[src/rtl/decoder_scan_nxm_if.sv]
// Bus bundle for decoder_scan_nxm: control/select inputs plus the registered
// decoded lines, index and wrap pulse.
interface decoder_scan_nxm_if #(
    parameter int SEL_W = 2
);
    logic                  en;
    logic                  mode;
    logic [SEL_W-1:0]      sel;
    logic                  load;
    logic [(2**SEL_W)-1:0] D;
    logic [SEL_W-1:0]      idx;
    logic                  wrap;

    modport master (
        output en, mode, sel, load,
        input  D, idx, wrap
    );

    modport slave (
        input  en, mode, sel, load,
        output D, idx, wrap
    );
endinterface

[src/rtl/decoder_scan_nxm.sv]
// Registered SEL_W-to-2**SEL_W one-hot decoder with enable, selectable output
// polarity and a round-robin SCAN mode that dwells DWELL cycles per line.
module decoder_scan_nxm #(
    parameter int SEL_W      = 2,
    parameter int DWELL      = 4,
    parameter bit ACTIVE_LOW = 1'b0
) (
    input logic               clk,
    input logic               rst,
    decoder_scan_nxm_if.slave bus
);
    localparam int N  = 2**SEL_W;
    localparam int CW = $clog2(DWELL) + 1;

    localparam logic [CW-1:0]    LAST_CNT = CW'(DWELL - 1);
    localparam logic [SEL_W-1:0] LAST_IDX = SEL_W'(N - 1);
    localparam logic [N-1:0]     ONE      = N'(1);
    localparam logic [N-1:0]     INACTIVE = ACTIVE_LOW ? '1 : '0;

    typedef enum logic {DIRECT, SCAN} state_t;

    state_t           state;
    logic [CW-1:0]    dwell_cnt;
    logic [SEL_W-1:0] idx_q;
    logic [N-1:0]     d_q;
    logic             wrap_q;

    logic [SEL_W-1:0] nidx;
    logic [CW-1:0]    ncnt;
    logic             nwrap;
    logic [N-1:0]     onehot;

    // Only a settled SCAN state (not the entry edge) can hold, advance or load;
    // every other case reloads the index from sel with a fresh dwell count.
    always_comb begin
        nidx  = bus.sel;
        ncnt  = '0;
        nwrap = 1'b0;
        if (bus.mode && state == SCAN && !bus.load) begin
            if (!bus.en) begin
                nidx = idx_q;
                ncnt = dwell_cnt;
            end else if (dwell_cnt == LAST_CNT) begin
                nidx  = idx_q + 1'b1;
                nwrap = (idx_q == LAST_IDX);
            end else begin
                nidx = idx_q;
                ncnt = dwell_cnt + 1'b1;
            end
        end
        onehot = ONE << nidx;
    end

    always_ff @(posedge clk) begin
        if (rst) begin
            state     <= DIRECT;
            dwell_cnt <= '0;
            idx_q     <= '0;
            d_q       <= INACTIVE;
            wrap_q    <= 1'b0;
        end else begin
            state     <= bus.mode ? SCAN : DIRECT;
            dwell_cnt <= ncnt;
            idx_q     <= nidx;
            wrap_q    <= nwrap;
            if (!bus.en)
                d_q <= INACTIVE;
            else
                d_q <= ACTIVE_LOW ? ~onehot : onehot;
        end
    end

    assign bus.D    = d_q;
    assign bus.idx  = idx_q;
    assign bus.wrap = wrap_q;
endmodule
[src/flat_wrapper.sv]
// flat-port wrapper written by rule: the top's interface ports become plain ports
module decoder_scan_nxm_flat 
#(
    parameter int SEL_W      = 2,
    parameter int DWELL      = 4,
    parameter bit ACTIVE_LOW = 1'b0
)
  (clk, rst, bus_en, bus_mode, bus_sel, bus_load, bus_D, bus_idx, bus_wrap);
  decoder_scan_nxm_if #(.SEL_W(SEL_W)) bus_i ();
  input logic clk;
  input logic rst;
  input wire logic [$bits(bus_i.en)-1:0] bus_en;
  input wire logic [$bits(bus_i.mode)-1:0] bus_mode;
  input wire logic [$bits(bus_i.sel)-1:0] bus_sel;
  input wire logic [$bits(bus_i.load)-1:0] bus_load;
  output wire logic [$bits(bus_i.D)-1:0] bus_D;
  output wire logic [$bits(bus_i.idx)-1:0] bus_idx;
  output wire logic [$bits(bus_i.wrap)-1:0] bus_wrap;
  assign bus_i.en = bus_en;
  assign bus_i.mode = bus_mode;
  assign bus_i.sel = bus_sel;
  assign bus_i.load = bus_load;
  assign bus_D = bus_i.D;
  assign bus_idx = bus_i.idx;
  assign bus_wrap = bus_i.wrap;
  decoder_scan_nxm #(.SEL_W(SEL_W), .DWELL(DWELL), .ACTIVE_LOW(ACTIVE_LOW)) u_core (.clk(clk), .rst(rst), .bus(bus_i));
endmodule
[config.mk]
export PLATFORM = sky130hd
export DESIGN_NAME = decoder_scan_nxm_flat
export DESIGN_NICKNAME = d
export VERILOG_FILES = /design/src/rtl/decoder_scan_nxm_if.sv /design/src/rtl/decoder_scan_nxm.sv /design/src/flat_wrapper.sv
export SDC_FILE = /design/constraint.sdc
export NUM_CORES = 1
export LEC_CHECK = 0
export ABC_AREA = 1
export CAP_MARGIN = 15
export CORE_AREA = 2 2 39 41
export CTS_CLUSTER_DIAMETER = 120
export CTS_CLUSTER_SIZE = 10
export DETAILED_ROUTE_END_ITERATION = 8
export DIE_AREA = 0 0 41 43
export HOLD_SLACK_MARGIN = 0.15
export PLACE_DENSITY = 0.66
export SLEW_MARGIN = 20
export SYNTH_ARGS = -nofsm -noshare
export SYNTH_HDL_FRONTEND = slang
export SYNTH_SLANG_ARGS = --single-unit
[constraint.sdc]
create_clock -name clk -period 3.3 [get_ports clk]
set_input_delay 0.99 -clock clk [delete_from_list [all_inputs] [get_ports clk]]
set_output_delay 0.99 -clock clk [all_outputs]
set_load 0.005 [all_outputs]
### Word-level counts from Yosys, hierarchy flattened

Cells that the tools add are included.

| cells by class | value |
|---|---|
| bitwise operators | 3 |
| reductions and logical operators | 6 |
| add/subtract/negate cells | 2 |
| order comparisons | 0 |
| shift operators | 1 |
| eq/ne operators | 2 |
| $mul | 0 |
| multiplexer cells | 5 |
| divide/modulo/power cells | 0 |

Operators with widths:

| kind | number |
|---|---|
| 2-bit 2-to-1 mux | 3 |
| 2-bit OR reduction | 2 |
| 4-bit OR reduction | 1 |
| 1-bit by 2-bit left shift with 4-bit output (first input constant) | 1 |
| 3-bit by 1-bit adder with 3-bit output (second input constant) | 1 |
| 3-bit by 2-bit == test with 1-bit output (second input constant) | 1 |
| 3-bit 2-to-1 mux | 1 |
| 1-bit inverter | 3 |
| 2-bit by 1-bit adder with 2-bit output (second input constant) | 1 |
| 2-bit == test (second input constant) | 1 |
| 1-bit logical AND | 2 |
| 1-bit zero test | 1 |
| 1-bit 2-to-1 mux | 1 |

| word-level totals | value |
|---|---|
| memory bits (writable) | 0 |
| output and inout bits | 7 |
| register bits after elaboration | 11 |
| word-level logic and storage cells | 24 |
| latch bits | 0 |
| memories | 0 |
| memory bits (read-only) | 0 |

### Longest topological paths before layout

Gate-level depths: netlist (run 1).

| depth | value |
|---|---|
| word-level depth | 5 |
| mapped depth | 8 |
| gate-level depth less buffers | 8 |

### Worst setup path after synthesis (run 1)

No wires, ideal clock.

| timing | value |
|---|---|
| path kind | input to register |
| start point | input port bus_en |
| end point | register u_core.d_q[1] (netlist: u_core.bus.D[1]) |
| cell stages on the path | 8 |
| slack | 1.672 ns |
| arrival time | 1.514 ns |
| data required time | 3.186 ns |
| library setup time | 0.114 ns |
| cell sequence | buf_6 nand2_2 nor2_2 nand2_1 nand2_1 nand2_1 nand2_1 nor2_1 |

| on the way | value |
|---|---|
| cells in the longest elaborated chain, start to end | 3 |
| elaborated cells on any way between the ends | 5 |
| those cells by class | shift (1); mux (2); bitwise (1); reduce/logical (1) |

Ends and longest elaborated chain:

| item | RTL line | text |
|---|---|---|
| start, declared | flat_wrapper.sv:12 | `input wire logic [$bits(bus_i.en)-1:0] bus_en;` |
| 2-bit 2-to-1 mux | decoder_scan_nxm.sv:40 | `if (!bus.en) begin` |
| 2-bit 2-to-1 mux | decoder_scan_nxm.sv:39 | `if (bus.mode && state == SCAN && !bus.load) begin` |
| 1-bit by 2-bit left shift with 4-bit output | decoder_scan_nxm.sv:51 | `onehot = ONE << nidx;` |
| end signal, assigned | decoder_scan_nxm.sv:69 | `d_q <= ACTIVE_LOW ? ~onehot : onehot;` |
| end, declared | decoder_scan_nxm.sv:25 | `logic [N-1:0] d_q;` |

Several ways; a longest one is shown, not always the timed one.
A chain may end at the register's enable or synchronous reset.

### Final worst setup path (run 1)

| timing | value |
|---|---|
| start point | register u_core.idx_q[1] (netlist: u_core.bus.idx[1]) |
| end point | output port bus_idx[1] |

RTL lines:

| item | RTL line | text |
|---|---|---|
| start, declared | decoder_scan_nxm.sv:24 | `logic [SEL_W-1:0] idx_q;` |
| start signal, assigned | decoder_scan_nxm.sv:64 | `idx_q <= nidx;` |
| end, declared | flat_wrapper.sv:17 | `output wire logic [$bits(bus_i.idx)-1:0] bus_idx;` |

No word-level cell between the ends.

==> results.env, run 1 <==
ANTENNA_CELLS_INSERTED=0
DETAILEDROUTE.FIRSTITERATIONVIOLATIONS=11
START_UTIL_PCT=37.2
TNS_NS=0
WORSTSKEWPAIRLATENCY_NS=0.26
FINAL-SEQ-AREA_UM2=220
FINAL.FILL_COUNT=147
PIN_COUNT_OF_THE_BIGGEST_NET_ENTERING_GLOBAL_ROUTING=10
FIRST_GLOBAL_VIAS=397
RESULT_OF_THE_RUN='finished, final reports clean'
POST_DRT_VIA_CELL_RATIO=4.53
ANTENNA_FOUND_INITIAL=0
SETUP_CRIT_PATH_KIND='reg -> out'
POWER.DENSITY_CELL_AREA_mW_PER_MM2=387
USE_MET1_PCT=15.5
GR-USAGE-ALL-LAYERS_PCT=13.4
PLACEMENT_ROWS=14
SYN-CELL-AREA_UM2=514
DRT-WIRELENGTH-PER-CELL_UM=9.46
DETAIL_PLACEMENT_HPWL_UM=721
GRT.MET2_USAGE_PCT=20.0
NUM-NETS-FINAL=92
POST_CTS_BUFFERS=0
CTS_TREE='done'
FINALMAXSLEWVIOLATIONS=0
TOP_USAGE_LAYER='met2'
CP_DATA_REQUIRED_TIME_NS=2.31
CTSHOLDBUFFERS=0
NETSWITCHINGPOWER_mW=0.0626
GR-USAGE-MET3_PCT=4.71
P_R_AREA_GROWTH_VS_SYN_PCT=32.1
VIAS=444
GRT_SETUP_UNREPAIRED='false'
WORSTSETUPENDPOINTTYPE='output port'
TIGHTEST_HOLD_MARGIN_NS=0.475
PRECTSSETUPSLACK_NS=0.995
FINAL_HOLD_VIOL_COUNT=0
HTREEDEPTH=1
FINAL.PERIOD_UTILIZATION_PCT=65.7
DIEAREA_MM2=0.00176
DRT.ANTENNA.VIOLATING_NETS=0
GLOBALROUTE.TOTALOVERFLOW=0
DIE-WIDTH_UM=41
CTS_RESIZED=0
SHARE_OF_CELLS_ABOVE_DRIVE_STRENGTH_1_PCT=15.9
MAX_FREQ_MHz=461
POST-ROUTE-MIN-PERIOD_NS=2.17
WORST_PATH_BUF_INV=1
PLACER_S_FINAL_ROUTABILITY_CONGESTION_ESTIMATE=0.713
SYNTH_NETS=75
NUMCTSBUFFERS=3
DRT-TOTAL-WL_UM=927
CELL_INTERNAL_PWR_mW=0.200
SYNTH.YOSYS.WARNINGS=0
SHARE_CLK_OF_TOTAL_POWER_PCT=35.0
CRIT_ARRIVAL_NS=1.18
POWER.COMBINATIONAL.FRACTION_PCT=12.1
GRT_FIRST_PASS_WIRELENGTH_MM=1.55
WORST_IR_DROP_VDD_V=0.000142
SYNTHDOMINANTAREACELLTYPE='sky130_fd_sc_hd__dfxtp_1'
WORST_SLEW_MARGIN_REL_PCT=78.8
SETUP_SLACK_NS=1.13
PORTS=14
TOTAL_LEAKAGE_POWER_nW=0.283
TIMING.CLOCK.SKEW_NS=0.00165
CRIT_PATH_START_KIND='register'
SYNTH_SEQ_CELLS=11
CLK_PATH_BUF_DEPTH=2
SYNTH_TOP_CELLS_BY_AREA='sky130_fd_sc_hd__dfxtp_1, sky130_fd_sc_hd__nand2_1, sky130_fd_sc_hd__nand3_2'
SETUP-VIOLATIONS-FINAL=0
CTS-ROOT-BUF='sky130_fd_sc_hd__clkbuf_4'
NETSWITCHINGFRACTION_PCT=23.8
PATH_CLK_SLEW_NS=0.07
CRITICAL-PATH-MAX-STAGE-DELAY_NS=0.52
SYNTH_CELL_TYPES=16
DRT-PASS1-ITER-COUNT=4
MAX_CAP_VIOL_COUNT=0
SEQ_TOTAL_AREA_YOSYS_PCT=42.8
CTS.SINK_COUNT=11
DIE_HEIGHT_UM=43
POST_SYNTH_INST_COUNT=66
DRC_ERRORS=0
CPMAXSTAGEDELAYCELL='sky130_fd_sc_hd__clkdlybuf4s50_1'
CRITPATHTOPFAMILY='buffers and inverters'
POSTSYNTHAREAPERCELL_UM2=7.79
CORE_OCCUPANCY_IN_THE_FINISHED_LAYOUT_PCT=49.1
NUMBER_OF_BUFFER_CELLS_ADDED_ON_PRIMARY_PORTS=13
HOLD_PATH_CLASS='reg -> reg'
MULTI_INPUT_COMB_AREA_UM2=249
SYNTH_TOP_AREA_SHARE_PCT=42.8
PLACEABLECOREAREA_MM2=0.00138
CRITICAL_PATH_CELL_BY_CELL='clkdlybuf4s50_1'
WORST_SLEW_PIN_SLEW_NS=0.317
TIMING.CRITICAL_PATH.FANOUT_MAX=4
POWER.SHARE.SEQUENTIAL_PCT=52.8
==> path summary, 6_finish.rpt <==
kind	from	endpoint	slack, ns	cells after the start
worst max-delay path	u_core.bus.idx[1]	bus_idx[1]	1.13	1
worst min-delay path	u_core.dwell_cnt[2]	u_core.dwell_cnt[2]	0.48	2
worst max register to register	u_core.dwell_cnt[0]	u_core.bus.D[1]	2.03	8
worst min register to register	u_core.dwell_cnt[2]	u_core.dwell_cnt[2]	0.48	2
==> per-stage QoR <==
stage	cell area, um^2	std cells	total power, mW
final	679	98	0.263
after global routing	679	98	0.278
after CTS	679	98	0.266
after detailed placement	653	94	0.174
after global placement	653	94	0.174
after floorplan	514	66	0.158
==> flip-flops by register name, summed over array words and instances, names as in the netlist <==
signal and count:
u_core.bus.D 4, u_core.dwell_cnt 3, u_core.bus.idx 2, u_core.bus.wrap 1, u_core.state 1
==> layout by cell type (no fill, tap or decap) <==
master and instances:
sky130_fd_sc_hd__a211oi_2 1, sky130_fd_sc_hd__a21oi_1 3, sky130_fd_sc_hd__clkbuf_1 1, sky130_fd_sc_hd__clkbuf_4 3
sky130_fd_sc_hd__clkdlybuf4s50_1 13, sky130_fd_sc_hd__dfxtp_1 11, sky130_fd_sc_hd__ha_1 2, sky130_fd_sc_hd__inv_1 8
sky130_fd_sc_hd__inv_2 1, sky130_fd_sc_hd__nand2_1 15, sky130_fd_sc_hd__nand2_2 3, sky130_fd_sc_hd__nand3_1 5
sky130_fd_sc_hd__nand3_2 3, sky130_fd_sc_hd__nand4_1 1, sky130_fd_sc_hd__nor2_1 8, sky130_fd_sc_hd__nor2_2 1
sky130_fd_sc_hd__nor2_4 1, sky130_fd_sc_hd__or2_1 2
==> cells in the mapped netlist <==
| cell | count |
|---|---|
| sky130_fd_sc_hd__a211oi_2 | 1 |
| sky130_fd_sc_hd__a21oi_1 | 3 |
| sky130_fd_sc_hd__buf_6 | 1 |
| sky130_fd_sc_hd__dfxtp_1 | 11 |
| sky130_fd_sc_hd__ha_1 | 2 |
| sky130_fd_sc_hd__inv_1 | 8 |
| sky130_fd_sc_hd__inv_2 | 1 |
| sky130_fd_sc_hd__nand2_1 | 15 |
| sky130_fd_sc_hd__nand2_2 | 3 |
| sky130_fd_sc_hd__nand3_1 | 5 |
| sky130_fd_sc_hd__nand3_2 | 3 |
| sky130_fd_sc_hd__nand4_1 | 1 |
| sky130_fd_sc_hd__nor2_1 | 8 |
| sky130_fd_sc_hd__nor2_2 | 1 |
| sky130_fd_sc_hd__nor2_4 | 1 |
| sky130_fd_sc_hd__or2_1 | 2 |
==> cell families (layout without fill, tap and decap cells) <==
| group | count (synthesis) | in the layout | synth area share [%] |
|---|---|---|---|
| adders and majority gates | 2 | 2 | 4.87 |
| DFF | 11 | 11 | 42.8 |
| AOI/OAI and AO/OA | 4 | 4 | 5.35 |
| and+or+nand+nor | 39 | 39 | 38.2 |
| buffers and inverters | 10 | 26 | 8.76 |
==> cell type report <==
type / count / share of cell area, %
multi-input combinational: 45 / 36.6
sequential: 11 / 32.4
timing repair buffer: 13 / 19.2
inverter: 9 / 4.97
clock buffer: 4 / 3.87
tap: 16 / 2.95
==> power by group through the flow <==
stage | registers [mW] | clock network, mW | logic (mW)
global route | 0.139 | 0.103 | 0.0358
floorplan | 0.142 | 0 | 0.0161
finish | 0.139 | 0.0921 | 0.0319
detailed placement | 0.142 | 0 | 0.0318
global placement | 0.142 | 0 | 0.0317
CTS | 0.139 | 0.0953 | 0.0320
==> per-layer routing <==
layer / share of wire (%) / wire [um] / vias to the layer above
met5: 0 / 0 / -
met4: 0 / 0 / 0
met3: 5.0 / 46 / 0
met2: 48 / 443 / 13
met1: 47 / 437 / 194
li1: - / - / 237
Note: power is estimated with default switching activity, not from simulation.
==> inputs of run 2 (changes only) <==
PLACE_DENSITY = 0.69   (was 0.66)
clock period = 1.9 ns   (was 3.3 ns; I/O delays follow)
==> run 2 against run 1 <==
Global-route usage is 0.11 points lower; critical path type unchanged; setup slack worse by 0.98 ns; sequential power grew 73%; via count up 0.68%; sequential share of layout area decreased by 0.35 points; total power increased by 73%; non-clock buffer count grew 1; register-to-register slack got worse by 1.4 ns.
==> results.env, run 2 (synthesis gave the netlist of run 1 again) <==
RESULT_OF_THE_RUN='finished, final reports clean'
DIEAREA_MM2=0.00176  # unchanged
FINAL.PERIOD_UTILIZATION_PCT=91.8
WORST_SLEW_MARGIN_REL_PCT=84.7  # +5.9 points
SETUP_CRIT_PATH_KIND='reg -> out'
PLACEABLECOREAREA_MM2=0.00138  # unchanged
HOLD_START='u_core.dwell_cnt[1]'
NUM-NETS-FINAL=93  # +1.1%
CP_DATA_REQUIRED_TIME_NS=1.33  # -0.98 ns
POWER.DENSITY_CELL_AREA_mW_PER_MM2=662  # +71%
FINALMAXSLEWVIOLATIONS=0  # unchanged
PIN_COUNT_OF_THE_BIGGEST_NET_ENTERING_GLOBAL_ROUTING=10  # unchanged
PLACEMENT_ROWS=14  # unchanged
DIE_HEIGHT_UM=43  # unchanged
HOLDPATHSTAGES=2  # unchanged
CTS.SINK_COUNT=11  # unchanged
MAX_CAP_VIOL_COUNT=0  # unchanged
MOST_USED_CELLS_IN_THE_LAYOUT_EXCLUDING_FILL_AND_TAP_CELLS='sky130_fd_sc_hd__nand2_1, sky130_fd_sc_hd__clkdlybuf4s50_1, sky130_fd_sc_hd__dfxtp_1'
DRC_ERRORS=0  # unchanged
PRECTSSETUPSLACK_NS=0.145  # -0.850 ns
TNS_NS=0  # unchanged
CTS_RESIZED=0  # unchanged
HTREEDEPTH=1  # unchanged
MAX_FREQ_MHz=573
POST_DRT_VIA_CELL_RATIO=4.52  # -0.34%
CTS_TREE='done'
DRT-WIRELENGTH-PER-CELL_UM=9.25  # -2.2%
SETUP.REG_TO_REG.WORST_SLACK_NS=0.65  # -1.38 ns
CLK_PATH_BUF_DEPTH=2  # unchanged
FINAL_DESIGN_AREA_NO_FILL_UM2=687  # +1.1%
WORSTSETUPENDPOINTTYPE='output port'
CTS-ROOT-BUF='sky130_fd_sc_hd__clkbuf_4'
P_R_AREA_GROWTH_VS_SYN_PCT=33.6
FINAL_HOLD_VIOL_COUNT=0  # unchanged
LARGEST_REGISTER_FFS=4  # unchanged
WORSTSKEWPAIRLATENCY_NS=0.26  # about the same
PLACER_S_FINAL_ROUTABILITY_CONGESTION_ESTIMATE=0.709  # -0.53%
WORST_PATH_BUF_INV=1  # unchanged
CRITICAL_PATH_CELL_BY_CELL='clkdlybuf4s50_1'
CPMAXSTAGEDELAYCELL='sky130_fd_sc_hd__clkdlybuf4s50_1'
GLOBALROUTE.TOTALOVERFLOW=0  # unchanged
SETUP_SLACK_NS=0.155  # -0.977 ns
PORTS=14  # unchanged
WORST_IR_DROP_VDD_V=0.000274  # +93%
CRIT_ARRIVAL_NS=1.17  # about the same
WORST_SLEW_PIN_SLEW_NS=0.229  # -0.0883 ns
GR-USAGE-ALL-LAYERS_PCT=13.3  # -0.11 points
POST_CTS_BUFFERS=0  # unchanged
ANTENNA_CELLS_INSERTED=0  # unchanged
FIRST_GLOBAL_VIAS=415  # +4.5%
ANTENNA_FOUND_INITIAL=0  # unchanged
DIE-WIDTH_UM=41  # unchanged
DETAILEDROUTE.FIRSTITERATIONVIOLATIONS=2  # -9
P_TOTAL_mW=0.455  # +73%
CRITICAL-PATH-MAX-STAGE-DELAY_NS=0.52  # about the same
DETAIL_PLACEMENT_HPWL_UM=734  # +1.8%
HOLD_PATH_CLASS='reg -> reg'
CTSHOLDBUFFERS=0  # unchanged
SETUP-VIOLATIONS-FINAL=0  # unchanged
REGTOREGSTARTPOINT='u_core.dwell_cnt[0]'
STDCELL_COUNT=99  # +1.0%
VIAS=447  # +0.68%
POST-ROUTE-MIN-PERIOD_NS=1.74
NUMBER_OF_BUFFER_CELLS_ADDED_ON_PRIMARY_PORTS=13  # unchanged
TIMING.CLOCK.SKEW_NS=0.00114  # -0.000516 ns
TIMING.HOLD.WORST_ENDPOINT='u_core.dwell_cnt[1]'
DRT-PASS1-ITER-COUNT=4  # unchanged
DRT-TOTAL-WL_UM=916  # -1.2%
CRITPATHTOPFAMILY='buffers and inverters'
POST-PLACE-CELLS=95  # +1.1%
NUMCTSBUFFERS=3  # unchanged
WORST_R2R_ENDPOINT='u_core.bus.D[1]'
PLACED_STANDARD_CELL_AREA_UM2=661  # +1.1%
SHARE_OF_CELLS_ABOVE_DRIVE_STRENGTH_1_PCT=16.9  # +1.0 points
DRT.ANTENNA.VIOLATING_NETS=0  # unchanged
GRT_FIRST_PASS_WIRELENGTH_MM=1.53  # -0.91%
TIMING.CRITICAL_PATH.FANOUT_MAX=4  # unchanged
PATH_CLK_SLEW_NS=0.07  # about the same
CRIT_PATH_START_KIND='register'
START_UTIL_PCT=37.2  # unchanged
GRT_SETUP_UNREPAIRED='false'
FINAL.FILL_COUNT=143  # -2.7%
TOTAL_LEAKAGE_POWER_nW=0.288  # +1.7%
FINAL_COMMON_CELL='sky130_fd_sc_hd__nand2_1'
REG2REG_DEPTH=8  # unchanged
[run 2: worst max path at each step]
stage,endpoint,slack [ns],cells after the start,from
CTS,bus_idx[0],0.14,1,u_core.bus.idx[0]
global placement,u_core.bus.D[1],0.15,8,bus_en
global route,bus_idx[0],0.1,1,u_core.bus.idx[0]
floorplan,u_core.bus.D[1],0.69,8,bus_en
finish,bus_idx[0],0.16,1,u_core.bus.idx[0]
detailed placement,u_core.bus.D[1],0.14,8,bus_en
[run 2: worst reg2reg max path, cell delays in order (launching register included)]
cell                      delay, ns
sky130_fd_sc_hd__dfxtp_1       0.37
sky130_fd_sc_hd__ha_1          0.25
sky130_fd_sc_hd__nand2_2       0.08
sky130_fd_sc_hd__nor2_2        0.10
sky130_fd_sc_hd__nand2_1       0.08
sky130_fd_sc_hd__nand2_1       0.06
sky130_fd_sc_hd__nand2_1       0.04
sky130_fd_sc_hd__nand2_1       0.10
sky130_fd_sc_hd__nor2_1        0.06
[run 2: layout make-up]
class                      instances  area, um^2  share of cell area (%)
clock buffer                       4        26.3                    3.83
inverter                           9        33.8                    4.92
tap                               16        20.0                    2.91
timing repair buffer              14         138                    20.0
multi-input combinational         45         249                    36.2
sequential                        11         220                    32.1
[run 2: through the flow]
step	hold slack, ns	utilization, %
after floorplan	0.444	-
after global placement	0.456	47.7
after detailed placement	0.466	47.7
after CTS	0.476	49.6
after global routing	0.500	49.6
final	0.472	49.6
[run 2: metal layers]
metal	vias up	track usage [%]	share of wire, %
li1	240	-	-
met1	198	13.5	45
met2	7	20.6	50
met3	2	4.71	2.9
met4	0	10.0	1.9
met5	-	0	0
[run 2: power by group]
group          switching, mW  leakage [nW]  internal [mW]
clock                 0.0756        0.0150         0.0811
combinational         0.0253         0.183         0.0311
sequential           0.00432        0.0898          0.237
total                  0.105         0.288          0.349
==> inputs of run 3 (changes only) <==
--- a/config.mk
+++ b/config.mk
@@ -16,3 +16,2 @@
 export PLACE_DENSITY = 0.69
-export SLEW_MARGIN = 20
 export SYNTH_ARGS = -nofsm -noshare
--- a/constraint.sdc
+++ b/constraint.sdc
@@ -3,2 +3,2 @@
 set_output_delay 0.57 -clock clk [all_outputs]
-set_load 0.005 [all_outputs]
+set_load 0.01 [all_outputs]
==> results of run 3 <==
Same layout as run 2 (identical final DEF). Status: finished, final reports clean.
Main changes from that run: setup slack after layout 0.155 ns -> 0.120 ns; total power 0.455 mW -> 0.457 mW
